File: config.mk
export PLATFORM = sky130hd
export DESIGN_NAME = rtc_read_sequencer
export DESIGN_NICKNAME = d
export VERILOG_FILES = /design/src/rtl/rtc_read_sequencer.sv
export SDC_FILE = /design/constraint.sdc
export NUM_CORES = 1
export LEC_CHECK = 0
export ABC_AREA = 1
export BUFFER_PORTS_ARGS = -buffer_cell sky130_fd_sc_hd__buf_4
export CAP_MARGIN = 15
export CORE_MARGIN = 5
export CORE_UTILIZATION = 55
export DETAILED_ROUTE_END_ITERATION = 8
export PLACE_DENSITY = 0.82
export SYNTH_ARGS = -nofsm -noshare
export SYNTH_HDL_FRONTEND = slang
export SYNTH_SLANG_ARGS = --single-unit
export TNS_END_PERCENT = 1
File: constraint.sdc
create_clock -name Clock -period 2.2 [get_ports Clock]
set_clock_uncertainty 0.15 [all_clocks]
set_input_delay 0.11 -clock Clock [delete_from_list [all_inputs] [get_ports Clock]]
set_output_delay 0.11 -clock Clock [all_outputs]
set_load 0.02 [all_outputs]
File: src/rtl/rtc_read_sequencer.sv
// -----------------------------------------------------------------------------
// rtc_read_sequencer
//
// Reads the V3023 RTC time-of-day registers (seconds 0x21, minutes 0x22,
// hours 0x23) over the Intel-mode multiplexed address/data bus.
// Each register is read with one address-write / data-read pair.
// The three captured BCD bytes are then presented together as one coherent
// snapshot.
//
// Parameters
//   T_SETUP  cycles from CS/AD/address valid to strobe falling edge (1..15)
//   T_PULSE  cycles WR or RD is held low (1..15)
//   T_HOLD   cycles after strobe rise before AD changes / CS release (1..15)
//
// Ports
//   Clock                  system clock
//   Reset                  synchronous, active-high reset
//   Inicie                 start request, honoured only in IDLE
//   BusIn[7:0]             RTC data bus, input side
//   BusOut[7:0]            RTC bus drive value (address phase)
//   BusOE                  1 = this block drives the bus
//   ADo, CSo, WRo, RDo     RTC control lines (ADo 0 = address; CS/WR/RD low)
//   Segundos/Minutos/Horas captured BCD time snapshot
//   Ready                  one-cycle pulse, snapshot valid
//   ErrBCD                 valid with Ready, some captured nibble > 9
//   Busy                   high in every state except IDLE
//
// All outputs are registered.  The output register is loaded from a decode
// of the *next* state, so the pins change in the same cycle the FSM enters
// a state.
// -----------------------------------------------------------------------------
module rtc_read_sequencer #(
    parameter int T_SETUP = 2,
    parameter int T_PULSE = 4,
    parameter int T_HOLD  = 2
) (
    input  logic       Clock,
    input  logic       Reset,
    input  logic       Inicie,
    input  logic [7:0] BusIn,
    output logic [7:0] BusOut,
    output logic       BusOE,
    output logic       ADo,
    output logic       CSo,
    output logic       WRo,
    output logic       RDo,
    output logic [7:0] Segundos,
    output logic [7:0] Minutos,
    output logic [7:0] Horas,
    output logic       Ready,
    output logic       ErrBCD,
    output logic       Busy
);

    typedef enum logic [3:0] {
        ST_IDLE    = 4'd0,
        ST_A_SETUP = 4'd1,
        ST_A_PULSE = 4'd2,
        ST_A_HOLD  = 4'd3,
        ST_D_SETUP = 4'd4,
        ST_D_PULSE = 4'd5,
        ST_D_HOLD  = 4'd6,
        ST_GAP     = 4'd7,
        ST_DONE    = 4'd8
    } state_t;

    // Phase lengths in the width of the phase counter.
    localparam logic [3:0] SETUP_LEN = 4'(T_SETUP);
    localparam logic [3:0] PULSE_LEN = 4'(T_PULSE);
    localparam logic [3:0] HOLD_LEN  = 4'(T_HOLD);

    localparam logic [1:0] LAST_IDX  = 2'd2;

    // -------------------------------------------------------------------------
    // Helper functions
    // -------------------------------------------------------------------------

    // Register index to RTC address.
    function automatic logic [7:0] reg_addr(input logic [1:0] idx);
        logic [7:0] addr;
        case (idx)
            2'd0:    addr = 8'h21;
            2'd1:    addr = 8'h22;
            2'd2:    addr = 8'h23;
            default: addr = 8'h21;
        endcase
        return addr;
    endfunction

    // 1 when either nibble of a byte is not a legal BCD digit.
    function automatic logic bcd_invalid(input logic [7:0] b);
        return (b[7:4] > 4'd9) || (b[3:0] > 4'd9);
    endfunction

    // -------------------------------------------------------------------------
    // State, phase counter, register index
    // -------------------------------------------------------------------------
    state_t     state_r;
    state_t     state_next_s;
    logic [3:0] cnt_r;
    logic [3:0] cnt_next_s;
    logic [1:0] idx_r;
    logic [1:0] idx_next_s;

    // Shadow registers, filled one per transaction and committed in DONE.
    logic [7:0] shd_sec_r;
    logic [7:0] shd_min_r;
    logic [7:0] shd_hr_r;

    // Next-cycle values for the registered outputs.
    logic [7:0] bus_out_s;
    logic       bus_oe_s;
    logic       ad_s;
    logic       cs_s;
    logic       wr_s;
    logic       rd_s;
    logic       ready_s;
    logic       busy_s;
    logic       err_s;
    logic       capture_s;
    logic       commit_s;

    // Output registers.
    logic [7:0] bus_out_r;
    logic       bus_oe_r;
    logic       ad_r;
    logic       cs_r;
    logic       wr_r;
    logic       rd_r;
    logic [7:0] seg_r;
    logic [7:0] min_r;
    logic [7:0] hr_r;
    logic       ready_r;
    logic       err_r;
    logic       busy_r;

    // State register with synchronous reset.
    always_ff @(posedge Clock) begin
        if (Reset) begin
            state_r <= ST_IDLE;
            cnt_r   <= 4'd0;
            idx_r   <= 2'd0;
        end else begin
            state_r <= state_next_s;
            cnt_r   <= cnt_next_s;
            idx_r   <= idx_next_s;
        end
    end

    // Next-state logic.  The counter is 1 in the first cycle of each phase,
    // and the phase ends in the cycle where the counter equals its length.
    always_comb begin
        state_next_s = state_r;
        cnt_next_s   = cnt_r;
        idx_next_s   = idx_r;
        case (state_r)
            ST_IDLE: begin
                if (Inicie) begin
                    state_next_s = ST_A_SETUP;
                    cnt_next_s   = 4'd1;
                    idx_next_s   = 2'd0;
                end else begin
                    state_next_s = ST_IDLE;
                    cnt_next_s   = 4'd0;
                end
            end
            ST_A_SETUP: begin
                if (cnt_r == SETUP_LEN) begin
                    state_next_s = ST_A_PULSE;
                    cnt_next_s   = 4'd1;
                end else begin
                    cnt_next_s   = cnt_r + 4'd1;
                end
            end
            ST_A_PULSE: begin
                if (cnt_r == PULSE_LEN) begin
                    state_next_s = ST_A_HOLD;
                    cnt_next_s   = 4'd1;
                end else begin
                    cnt_next_s   = cnt_r + 4'd1;
                end
            end
            ST_A_HOLD: begin
                if (cnt_r == HOLD_LEN) begin
                    state_next_s = ST_D_SETUP;
                    cnt_next_s   = 4'd1;
                end else begin
                    cnt_next_s   = cnt_r + 4'd1;
                end
            end
            ST_D_SETUP: begin
                if (cnt_r == SETUP_LEN) begin
                    state_next_s = ST_D_PULSE;
                    cnt_next_s   = 4'd1;
                end else begin
                    cnt_next_s   = cnt_r + 4'd1;
                end
            end
            ST_D_PULSE: begin
                if (cnt_r == PULSE_LEN) begin
                    state_next_s = ST_D_HOLD;
                    cnt_next_s   = 4'd1;
                end else begin
                    cnt_next_s   = cnt_r + 4'd1;
                end
            end
            ST_D_HOLD: begin
                if (cnt_r == HOLD_LEN) begin
                    cnt_next_s = 4'd1;
                    if (idx_r == LAST_IDX) begin
                        state_next_s = ST_DONE;
                    end else begin
                        state_next_s = ST_GAP;
                    end
                end else begin
                    cnt_next_s = cnt_r + 4'd1;
                end
            end
            ST_GAP: begin
                // The index advances here so the next address phase already
                // shows the following register address.
                state_next_s = ST_A_SETUP;
                cnt_next_s   = 4'd1;
                idx_next_s   = idx_r + 2'd1;
            end
            ST_DONE: begin
                // Inicie is deliberately not looked at here: no queuing.
                state_next_s = ST_IDLE;
                cnt_next_s   = 4'd0;
                idx_next_s   = 2'd0;
            end
            default: begin
                state_next_s = ST_IDLE;
                cnt_next_s   = 4'd0;
                idx_next_s   = 2'd0;
            end
        endcase
    end

    // Output decode of the next state.  This feeds the output register.
    always_comb begin
        bus_out_s = 8'h00;
        bus_oe_s  = 1'b0;
        ad_s      = 1'b1;
        cs_s      = 1'b1;
        wr_s      = 1'b1;
        rd_s      = 1'b1;
        ready_s   = 1'b0;
        busy_s    = 1'b1;
        case (state_next_s)
            ST_IDLE: begin
                busy_s = 1'b0;
            end
            ST_A_SETUP: begin
                cs_s      = 1'b0;
                ad_s      = 1'b0;
                bus_oe_s  = 1'b1;
                bus_out_s = reg_addr(idx_next_s);
            end
            ST_A_PULSE: begin
                cs_s      = 1'b0;
                ad_s      = 1'b0;
                bus_oe_s  = 1'b1;
                bus_out_s = reg_addr(idx_next_s);
                wr_s      = 1'b0;
            end
            ST_A_HOLD: begin
                cs_s      = 1'b0;
                ad_s      = 1'b0;
                bus_oe_s  = 1'b1;
                bus_out_s = reg_addr(idx_next_s);
            end
            ST_D_SETUP: begin
                cs_s = 1'b0;
            end
            ST_D_PULSE: begin
                cs_s = 1'b0;
                rd_s = 1'b0;
            end
            ST_D_HOLD: begin
                cs_s = 1'b0;
            end
            ST_GAP: begin
                // Every control line is idle and the bus is released.
                busy_s = 1'b1;
            end
            ST_DONE: begin
                ready_s = 1'b1;
            end
            default: begin
                busy_s = 1'b0;
            end
        endcase
    end

    // Capture strobe is on the edge that ends the last RD-low cycle.
    // Commit is on the edge that enters DONE.
    always_comb begin
        capture_s = (state_r == ST_D_PULSE) && (cnt_r == PULSE_LEN);
        commit_s  = (state_next_s == ST_DONE);
        if (ready_s) begin
            err_s = bcd_invalid(shd_sec_r) || bcd_invalid(shd_min_r) ||
                    bcd_invalid(shd_hr_r);
        end else begin
            err_s = 1'b0;
        end
    end

    // Shadow capture of the byte returned by the RTC for the current index.
    always_ff @(posedge Clock) begin
        if (Reset) begin
            shd_sec_r <= 8'h00;
            shd_min_r <= 8'h00;
            shd_hr_r  <= 8'h00;
        end else if (capture_s) begin
            case (idx_r)
                2'd0:    shd_sec_r <= BusIn;
                2'd1:    shd_min_r <= BusIn;
                2'd2:    shd_hr_r  <= BusIn;
                default: shd_sec_r <= shd_sec_r;
            endcase
        end
    end

    // Output register: control lines every cycle, snapshot only on commit.
    always_ff @(posedge Clock) begin
        if (Reset) begin
            bus_out_r <= 8'h00;
            bus_oe_r  <= 1'b0;
            ad_r      <= 1'b1;
            cs_r      <= 1'b1;
            wr_r      <= 1'b1;
            rd_r      <= 1'b1;
            seg_r     <= 8'h00;
            min_r     <= 8'h00;
            hr_r      <= 8'h00;
            ready_r   <= 1'b0;
            err_r     <= 1'b0;
            busy_r    <= 1'b0;
        end else begin
            bus_out_r <= bus_out_s;
            bus_oe_r  <= bus_oe_s;
            ad_r      <= ad_s;
            cs_r      <= cs_s;
            wr_r      <= wr_s;
            rd_r      <= rd_s;
            ready_r   <= ready_s;
            err_r     <= err_s;
            busy_r    <= busy_s;
            if (commit_s) begin
                // The last shadow byte was captured during D_PULSE, so all
                // three are stable by the time DONE is entered.
                seg_r <= shd_sec_r;
                min_r <= shd_min_r;
                hr_r  <= shd_hr_r;
            end
        end
    end

    assign BusOut   = bus_out_r;
    assign BusOE    = bus_oe_r;
    assign ADo      = ad_r;
    assign CSo      = cs_r;
    assign WRo      = wr_r;
    assign RDo      = rd_r;
    assign Segundos = seg_r;
    assign Minutos  = min_r;
    assign Horas    = hr_r;
    assign Ready    = ready_r;
    assign ErrBCD   = err_r;
    assign Busy     = busy_r;

endmodule

==> flow_summary.json, run 1 <==
{
  "synth_top_area_share_pct": 48.2,
  "synth_commonest_cells": "dfxtp_1, nand2_1, nor2_1, o21ai_0, a21oi_1",
  "io_pins": 51,
  "ys_async_sr_fraction_pct": 0,
  "r2r_start": "cnt_r[0]",
  "power.density_mw_per_mm2": 719,
  "critical_path_class": "flip-flop to flip-flop",
  "die-area_mm2": 0.00675,
  "required_ns": 2.29,
  "hp-class": "input port to flip-flop",
  "cts_tree": "built",
  "hold_depth": 5,
  "min_from": "Inicie",
  "yosysMostFrequentCell": "dfxtp_1",
  "synth.area.top_cells": "dfxtp_1, o21ai_0, a21oi_1",
  "die_h_um": 82.2,
  "cp_max_fo": 14,
  "crit_chain": "inv_1 -> ha_1 -> nand2_1 -> nor2_2 -> nand3_2 -> inv_2 -> nand2_2 -> o21ai_0 -> a21oi_1",
  "clk_pin_slew_ns": 0.08,
  "synth.avg_cell_area_um2": 7.79,
  "antenna_found_initial": 0,
  "overflow": 0,
  "core-area_mm2": 0.00507,
  "drt_wl_total_um": 6610,
  "timing.max_cap.violations": 0,
  "drc_errors": 0,
  "slowest_stage": "dfxtp_1",
  "drt_iter0_drc": 234,
  "syn_area_mm2": 0.00287,
  "yosysSeqAreaShare_pct": 48.2,
  "initial_utilization_pct": 56.5,
  "hold_viol_final": 0,
  "yosysTopAreaCell": "dfxtp_1",
  "vias": 2522,
  "cp-startpoint": "cnt_r[0]",
  "critPathMaxStageDelay_ns": 0.31,
  "routed_via_density": 5.11,
  "tns_ns": 0,
  "drv_slew": 0,
  "max_freq_mhz": 492,
  "clock_path_buffers": 2,
  "drive_gt1_share_pct": 20.8,
  "synth_edf_count": 0,
  "post_drt_wl_per_cell_um": 13.4,
  "grt_usage_pct": 21.3,
  "die_w_um": 82.2,
  "grt_pass1_vias": 2309,
  "fin_nets": 437,
  "final_area_mm2": 0.00353,
  "postCtsSetupRepairBufs": 0,
  "critPathLaunchType": "flip-flop",
  "areaGrowthSynthToFinish_pct": 23.1,
  "clk_latency_ns": 0.35,
  "cts_buffers": 9,
  "dr.pass1.iters": 5,
  "postRouteAntennaNets": 0,
  "setup_ws_ns": 0.169,
  "power.leakage_uw": 0.00152,
  "dpl_cell_area_mm2": 0.00321,
  "diodes": 0,
  "clock-root-buffer": "clkbuf_8",
  "preCtsSetupSlack_ns": 0.119,
  "outcome": "finished, final reports clean",
  "grt_pass1_wl_um": 10900,
  "port_buffers": 45,
  "place_hpwl_um": 4570,
  "synth_seq_cells": 69,
  "netlist_instances": 368,
  "cts_sinks": 69,
  "min_period_ns": 2.03,
  "gp_congestion": 0.917,
  "period_share_pct": 92.3,
  "grt_max_degree": 41,
  "end_kind": "flip-flop",
  "yosysWarningCount": 0,
  "rsz0062_at_grt": "no",
  "rows": 26,
  "r2r_cells": 9,
  "vdd_drop_max_v": 0.000524,
  "h-tree-depth": 3,
  "synthDistinctLibCells": 33,
  "synth_ff_type": "dfxtp_1",
  "setup_viol": 0,
  "worstPathArrival_ns": 2.12
}
-- layer usage --
layer  vias to the layer above  track usage, %  routed length [um]
li1                       1288               -                   -
met3                        13            6.83                 469
met2                        79            32.3                3000
met5                         -               0                   0
met1                      1142            28.2                3030
met4                         0            8.47                 110
-- registers in the layout (all words and copies together) (netlist names), 2 cells and up --
| name | cells |
|---|---|
| BusOut | 3 |
| idx_r | 2 |
| state_r | 4 |
| Segundos | 8 |
| cnt_r | 4 |
| shd_min_r | 8 |
| Minutos | 8 |
| shd_sec_r | 8 |
| shd_hr_r | 8 |
| Horas | 8 |
-- cells by family (layout without fill, tap and decap cells) --
family | Yosys count | in the layout | share of synthesized area, %
adders and majority gates | 7 | 7 | 3.06
xor gates and xnor gates | 2 | 2 | 0.611
AOI/OAI and AO/OA | 91 | 91 | 16.6
other | 1 | 5 | 0.131
buffers and inverters | 64 | 116 | 10.0
DFF | 69 | 69 | 48.2
and+or+nand+nor | 134 | 134 | 21.4
-- power breakdown --
group / internal (uW) / leakage (uW) / switching [uW] / total, uW
sequential: 1270 / 0.000558 / 9.23 / 1270
clock: 562 / 0.0000955 / 516 / 1080
combinational: 70.7 / 0.000867 / 113 / 183
-- worst max-delay path, delay by kind of cell, from the launching register on --
kind	cells	cell delay (ns)
compound gates	2	0.33
flops	1	0.31
fa+ha+maj	1	0.19
buf+inv	2	0.35
simple gates	4	0.59
-- final timing paths --
kind,slack (ns),end
min,0.05,cnt_r[0]
min reg2reg,0.32,Horas[0]
max reg2reg,0.17,shd_sec_r[1]
max,0.17,shd_sec_r[1]
-- placed cells by master, fill, tap and decap left out, drive strengths merged --
master	count
nor3	4
nand4	4
nand3	23
o2111ai	1
o22ai	1
and3	1
xnor2	1
clkbuf	10
o21ai	44
a31oi	1
dfxtp	69
nand2	53
dlygate4sd3	9
a41oi	1
bufinv	1
ha	7
and2	1
xor2	1
inv	45
o211ai	1
conb	5
o21bai	1
buf	48
a21oi	41
nor2	48
clkinvlp	3
-- timing repair --
action | CTS | global route
hold endpoints to repair | 30 | 0
hold buffers | 9 | 0
gates resized for setup | 0 | 7
setup endpoints to repair | 0 | 6
-- cell type report --
class / instances / area [um2]
Fill cell: 449 / 1550
Sequential cell: 69 / 1380
Multi-Input combinational cell: 239 / 1230
Timing Repair Buffer: 57 / 463
Inverter: 43 / 161
Clock buffer: 10 / 138
Tap cell: 70 / 87.6
Clock inverter: 6 / 70.1
-- metrics by stage --
stage	utilization [%]	cells	hold WS (ns)	power, uW
2_1_floorplan	-	372	0.124	1420
3_3_place_gp	63.3	469	0.271	1470
3_5_place_dp	63.3	469	0.272	1470
4_1_cts	69.2	494	0.0419	2540
5_1_grt	69.5	494	0.0710	2630
6_report	69.5	494	0.0523	2540
(Power assumes the default switching activity.)
==> run 2, diff against run 1 <==
- CORE_ASPECT_RATIO: unset -> 1.4
==> flow_summary.json, run 2 (synthesis gave the netlist of run 1 again) <==
{
  "initial_utilization_pct": 56.0,
  "timing.max_cap.violations": 0,
  "postRouteAntennaNets": 0,
  "port_buffers": 45,
  "period_share_pct": 92.4,
  "required_ns": 2.28,
  "combinationalPowerShare_pct": 7.4,
  "fin_nets": 439,
  "multi_input_area_mm2": 0.00121,
  "routed.top_layer": "met4",
  "clock_path_buffers": 2,
  "vdd_drop_max_v": 0.000424,
  "outcome": "finished, final reports clean",
  "critPathMaxStageDelay_ns": 0.31,
  "overflow": 0,
  "drive_gt1_share_pct": 20.0,
  "power.leakage_uw": 0.00151,
  "clkPwrFrac_pct": 41.2,
  "post_drt_wl_per_cell_um": 13.4,
  "drv_slew": 0,
  "final_area_mm2": 0.00350,
  "clock-root-buffer": "clkbuf_8",
  "cts_buffers": 9,
  "critical_path_class": "flip-flop to flip-flop",
  "grt_usage_pct": 20.7,
  "hold_slack_ns": 0.0872,
  "grt_max_degree": 38,
  "p_sw_uw": 618,
  "final_common_cell": "dfxtp_1",
  "nFillCells": 460,
  "cts_tree": "built",
  "place_hpwl_um": 4810,
  "cp_max_fo": 14,
  "setup_viol": 0,
  "crit_chain": "inv_1 -> ha_1 -> nand2_1 -> nor2_2 -> nand3_2 -> inv_2 -> nand2_2 -> o21ai_0 -> a21oi_1",
  "drc_errors": 0,
  "die_w_um": 71,
  "h-tree-depth": 3,
  "most-common-layout-cells": "dfxtp_1, nand2_1, buf_4",
  "hp-class": "input port to flip-flop",
  "die-area_mm2": 0.00677,
  "io_pins": 51,
  "diodes": 0,
  "areaGrowthSynthToFinish_pct": 22.1,
  "hold_viol_final": 0,
  "regArea_mm2": 0.00138,
  "grt_pass1_wl_um": 10800,
  "critPathLaunchType": "flip-flop",
  "drt_wl_total_um": 6600,
  "antenna_found_initial": 0,
  "gp_congestion": 0.896,
  "slowest_stage": "dfxtp_1",
  "dr.pass1.iters": 4,
  "routed-wl-met3_um": 341,
  "rows": 31,
  "die_h_um": 95.4,
  "max_freq_mhz": 492,
  "wl_met2_um": 3530,
  "dp.cells": 467,
  "stdcell_count": 492,
  "drt-met1-wl_um": 2580,
  "power_frac_seq_pct": 51.4,
  "dpl_cell_area_mm2": 0.00321,
  "p_int_uw": 1860,
  "clk_pin_slew_ns": 0.08,
  "rsz0062_at_grt": "yes",
  "min_period_ns": 2.03,
  "cts_sinks": 69,
  "worstPathArrival_ns": 2.11,
  "sw_frac_of_total_pct": 24.9,
  "routed_via_density": 5.10,
  "power.density_mw_per_mm2": 709,
  "clk_latency_ns": 0.35,
  "drt_iter0_drc": 209,
  "end_kind": "flip-flop",
  "vias": 2507,
  "core-area_mm2": 0.00512,
  "grt_pass1_vias": 2419
}
-- run 2: worst paths after layout --
path / start / to / slack (ns) / cells past startpoint
min: Inicie / idx_r[1] / 0.09 / 6
max: cnt_r[0] / shd_min_r[6] / 0.17 / 9
min reg2reg: shd_min_r[4] / shd_min_r[4] / 0.31 / 2
max reg2reg: cnt_r[0] / shd_min_r[6] / 0.17 / 9
-- run 2: metrics by stage --
stage,setup slack (ns),utilization [%],total power [uW],TNS [ns]
after global placement,0.290,62.7,1470,0
after CTS,0.193,68.4,2500,0
after detailed placement,0.215,62.7,1470,0
after global routing,-0.0230,68.4,2580,-0.0465
final,0.168,68.4,2480,0
after floorplan,0.497,-,1420,0
-- run 2: worst max-delay path, delay by kind of cell, from the launching register on --
family                   cells  cell delay (ns)
AO/OA/AOI/OAI                2             0.34
adder cells (fa/ha/maj)      1             0.18
buffers and inverters        2             0.32
flip-flops                   1             0.31
AND/OR/NAND/NOR              4             0.61
-- run 2: timing repair --
item / CTS / global route
endpoints found under the hold margin: 31 / 0
setup buffers: 0 / 0
hold buffers: 9 / 0
resized for setup: 0 / 0
endpoints found under the setup margin: 0 / 4
-- run 2: per-layer routing --
metal  global-route usage [%]  vias to the layer above
met1                     21.5                     1139
met2                     38.5                       67
met4                     9.09                        0
li1                         -                     1290
met3                     5.59                       11
met5                        0                        -
-- run 2: cell type report --
cell class / count / share of cell area (%)
timing repair buffer: 59 / 13.3
multi-input combinational: 239 / 34.6
tap: 66 / 2.36
clock buffer: 9 / 3.54
sequential: 69 / 39.5
inverter: 43 / 4.61
clock inverter: 7 / 2.11
-- run 2: power groups by stage --
stage	logic [uW]	registers, uW	clock network, uW
after global routing	202	1280	1100
after floorplan	99.0	1320	0
after global placement	167	1300	0
after detailed placement	168	1300	0
final	183	1270	1020
after CTS	182	1270	1040
==> run 3, diff against run 2 <==
- ABC_AREA: 1 -> unset
==> flow_summary.json, run 3 <==
{
  "yosysSeqAreaShare_pct": 48.5,
  "stdcell_count": 462,
  "clock_path_buffers": 2,
  "setup.worst_path.end": "ADo",
  "clk_latency_ns": 0.35,
  "dpl_cell_area_mm2": 0.00336,
  "min_period_ns": 2.13,
  "drc_errors": 0,
  "nFillCells": 380,
  "postRouteAntennaNets": 0,
  "clock-root-buffer": "clkbuf_8",
  "critPathLaunchType": "flip-flop",
  "diodes": 0,
  "ys_async_sr_fraction_pct": 0,
  "r2r_start": "cnt_r[0]",
  "power.leakage_uw": 0.00140,
  "port_buffers": 45,
  "die_h_um": 95.1,
  "tns_ns": 0,
  "rows": 31,
  "drv_slew": 0,
  "cts_sinks": 69,
  "clk_pin_slew_ns": 0.08,
  "period_share_pct": 96.8,
  "synth_commonest_cells": "dfxtp_1, nand2_1, nor2_1",
  "vdd_drop_max_v": 0.000553,
  "grt_usage_pct": 21.5,
  "syn_area_mm2": 0.00285,
  "hp-class": "input port to flip-flop",
  "routed_via_density": 5.50,
  "post_drt_wl_per_cell_um": 15.3,
  "final_common_cell": "dfxtp_1",
  "r2r_cells": 7,
  "most-common-layout-cells": "dfxtp_1, buf_4, nand2_1",
  "slew_headroom_pct": 60.7,
  "initial_utilization_pct": 55.6,
  "yosysMostFrequentCell": "dfxtp_1",
  "vias": 2539,
  "max_freq_mhz": 470,
  "yosysTopAreaCell": "dfxtp_1",
  "netlist_instances": 322,
  "cp_max_fo": 5,
  "rsz0062_at_grt": "yes",
  "overflow": 0,
  "grt_pass1_vias": 2462,
  "synth.area.top_cells": "dfxtp_1, mux2i_1, nand2_1",
  "setup_viol": 0,
  "synth_top_area_share_pct": 48.5,
  "die_w_um": 70.8,
  "core-area_mm2": 0.00512,
  "h-tree-depth": 3,
  "cp-startpoint": "cnt_r[0]",
  "dp.cells": 435,
  "drive_gt1_share_pct": 25.5,
  "final_area_mm2": 0.00368,
  "report.power.total_uw": 2460,
  "worstMarginPinSlew_ns": 0.590,
  "drt_iter0_drc": 249,
  "cts_tree": "built",
  "synth.avg_cell_area_um2": 8.84,
  "gp_congestion": 0.919,
  "synthDistinctLibCells": 47,
  "synth_seq_cells": 69,
  "worstPathArrival_ns": 2.23,
  "drt_wl_total_um": 7080,
  "hold_viol_final": 0,
  "dr.pass1.iters": 4,
  "synth_ff_type": "dfxtp_1",
  "antenna_found_initial": 0,
  "r2r_end": "ADo",
  "synth_edf_count": 0,
  "yosysWarningCount": 0,
  "fin_nets": 409,
  "die-area_mm2": 0.00674,
  "regToRegSetupSlack_ns": 0.07,
  "hold_slack_ns": 0.0827,
  "grt_max_degree": 61,
  "areaGrowthSynthToFinish_pct": 29.4,
  "critical_path_class": "flip-flop to flip-flop",
  "timing.max_cap.violations": 0,
  "place_hpwl_um": 4690,
  "end_kind": "flip-flop",
  "io_pins": 51,
  "power.density_mw_per_mm2": 667,
  "outcome": "finished, final reports clean",
  "grt_pass1_wl_um": 11300,
  "required_ns": 2.30,
  "cts_buffers": 9
}
==> run 3: through the flow <==
step | utilization, % | setup slack (ns)
final | 72.0 | 0.0713
after global routing | 72.0 | -0.0404
after CTS | 70.9 | 0.0350
after detailed placement | 65.7 | -0.0960
after global placement | 65.7 | -0.0117
after floorplan | - | 0.00420
==> run 3: cells by family (layout without fill, tap and decap cells) <==
family | count (synthesis) | in the layout | share of synthesized area [%]
compound gates | 60 | 60 | 12.7
xor+xnor | 2 | 2 | 0.615
simple gates | 126 | 126 | 21.0
other cells | 1 | 5 | 0.132
buf+inv | 33 | 103 | 5.54
mux | 24 | 24 | 8.44
fa+ha+maj | 7 | 7 | 3.08
flops | 69 | 69 | 48.5
==> run 3: worst min path at each step <==
stage                   end  slack, ns  startpoint  depth (start not counted)
6_report       shd_sec_r[6]       0.08       Reset                          2
3_3_place_gp   shd_min_r[5]       0.22    BusIn[5]                          3
4_1_cts               Ready       0.08       Reset                          2
3_5_place_dp   shd_min_r[5]       0.22    BusIn[5]                          3
5_1_grt        shd_sec_r[0]       0.11       Reset                          2
2_1_floorplan   shd_hr_r[0]       0.11    BusIn[0]                          2
==> run 3: where the power goes <==
group	internal, uW	leakage (uW)	total [uW]	switching [uW]
Combinational	93.9	0.000749	208	114
Sequential	1270	0.000558	1290	14.4
Clock	470	0.0000917	966	496
==> run 3: final cells by class <==
type / instances / area, um2 / share of cell area, %
Timing Repair Buffer: 79 / 646 / 17.5
Inverter: 8 / 30.0 / 0.815
Tap cell: 66 / 82.6 / 2.24
Sequential cell: 69 / 1380 / 37.5
Clock inverter: 5 / 33.8 / 0.917
Multi-Input combinational cell: 224 / 1360 / 36.9
Clock buffer: 11 / 151 / 4.11
==> run 3: critical path, stage by stage (launching register included) <==
cell,delay [ns]
dfxtp_2,0.33
inv_2,0.05
ha_1,0.14
or3b_4,0.41
o21ai_1,0.17
a31oi_1,0.13
or3_1,0.47
a21o_1,0.18
==> run 3: per-layer routing <==
| layer | global-route usage (%) | wire length [um] |
|---|---|---|
| met4 | 12.9 | 223 |
| met1 | 23.1 | 2680 |
| met2 | 38.0 | 3760 |
| met5 | 0 | 0 |
| met3 | 5.27 | 415 |
==> run 3: what timing repair did <==
action | in CTS | in global routing
hold buffers | 8 | 0
buffers inserted | 0 | 2
pin swaps | 0 | 2
endpoints found under the setup margin | 7 | 48
hold endpoints to repair | 24 | 0
gates resized for setup | 2 | 9
cloned | 0 | 1
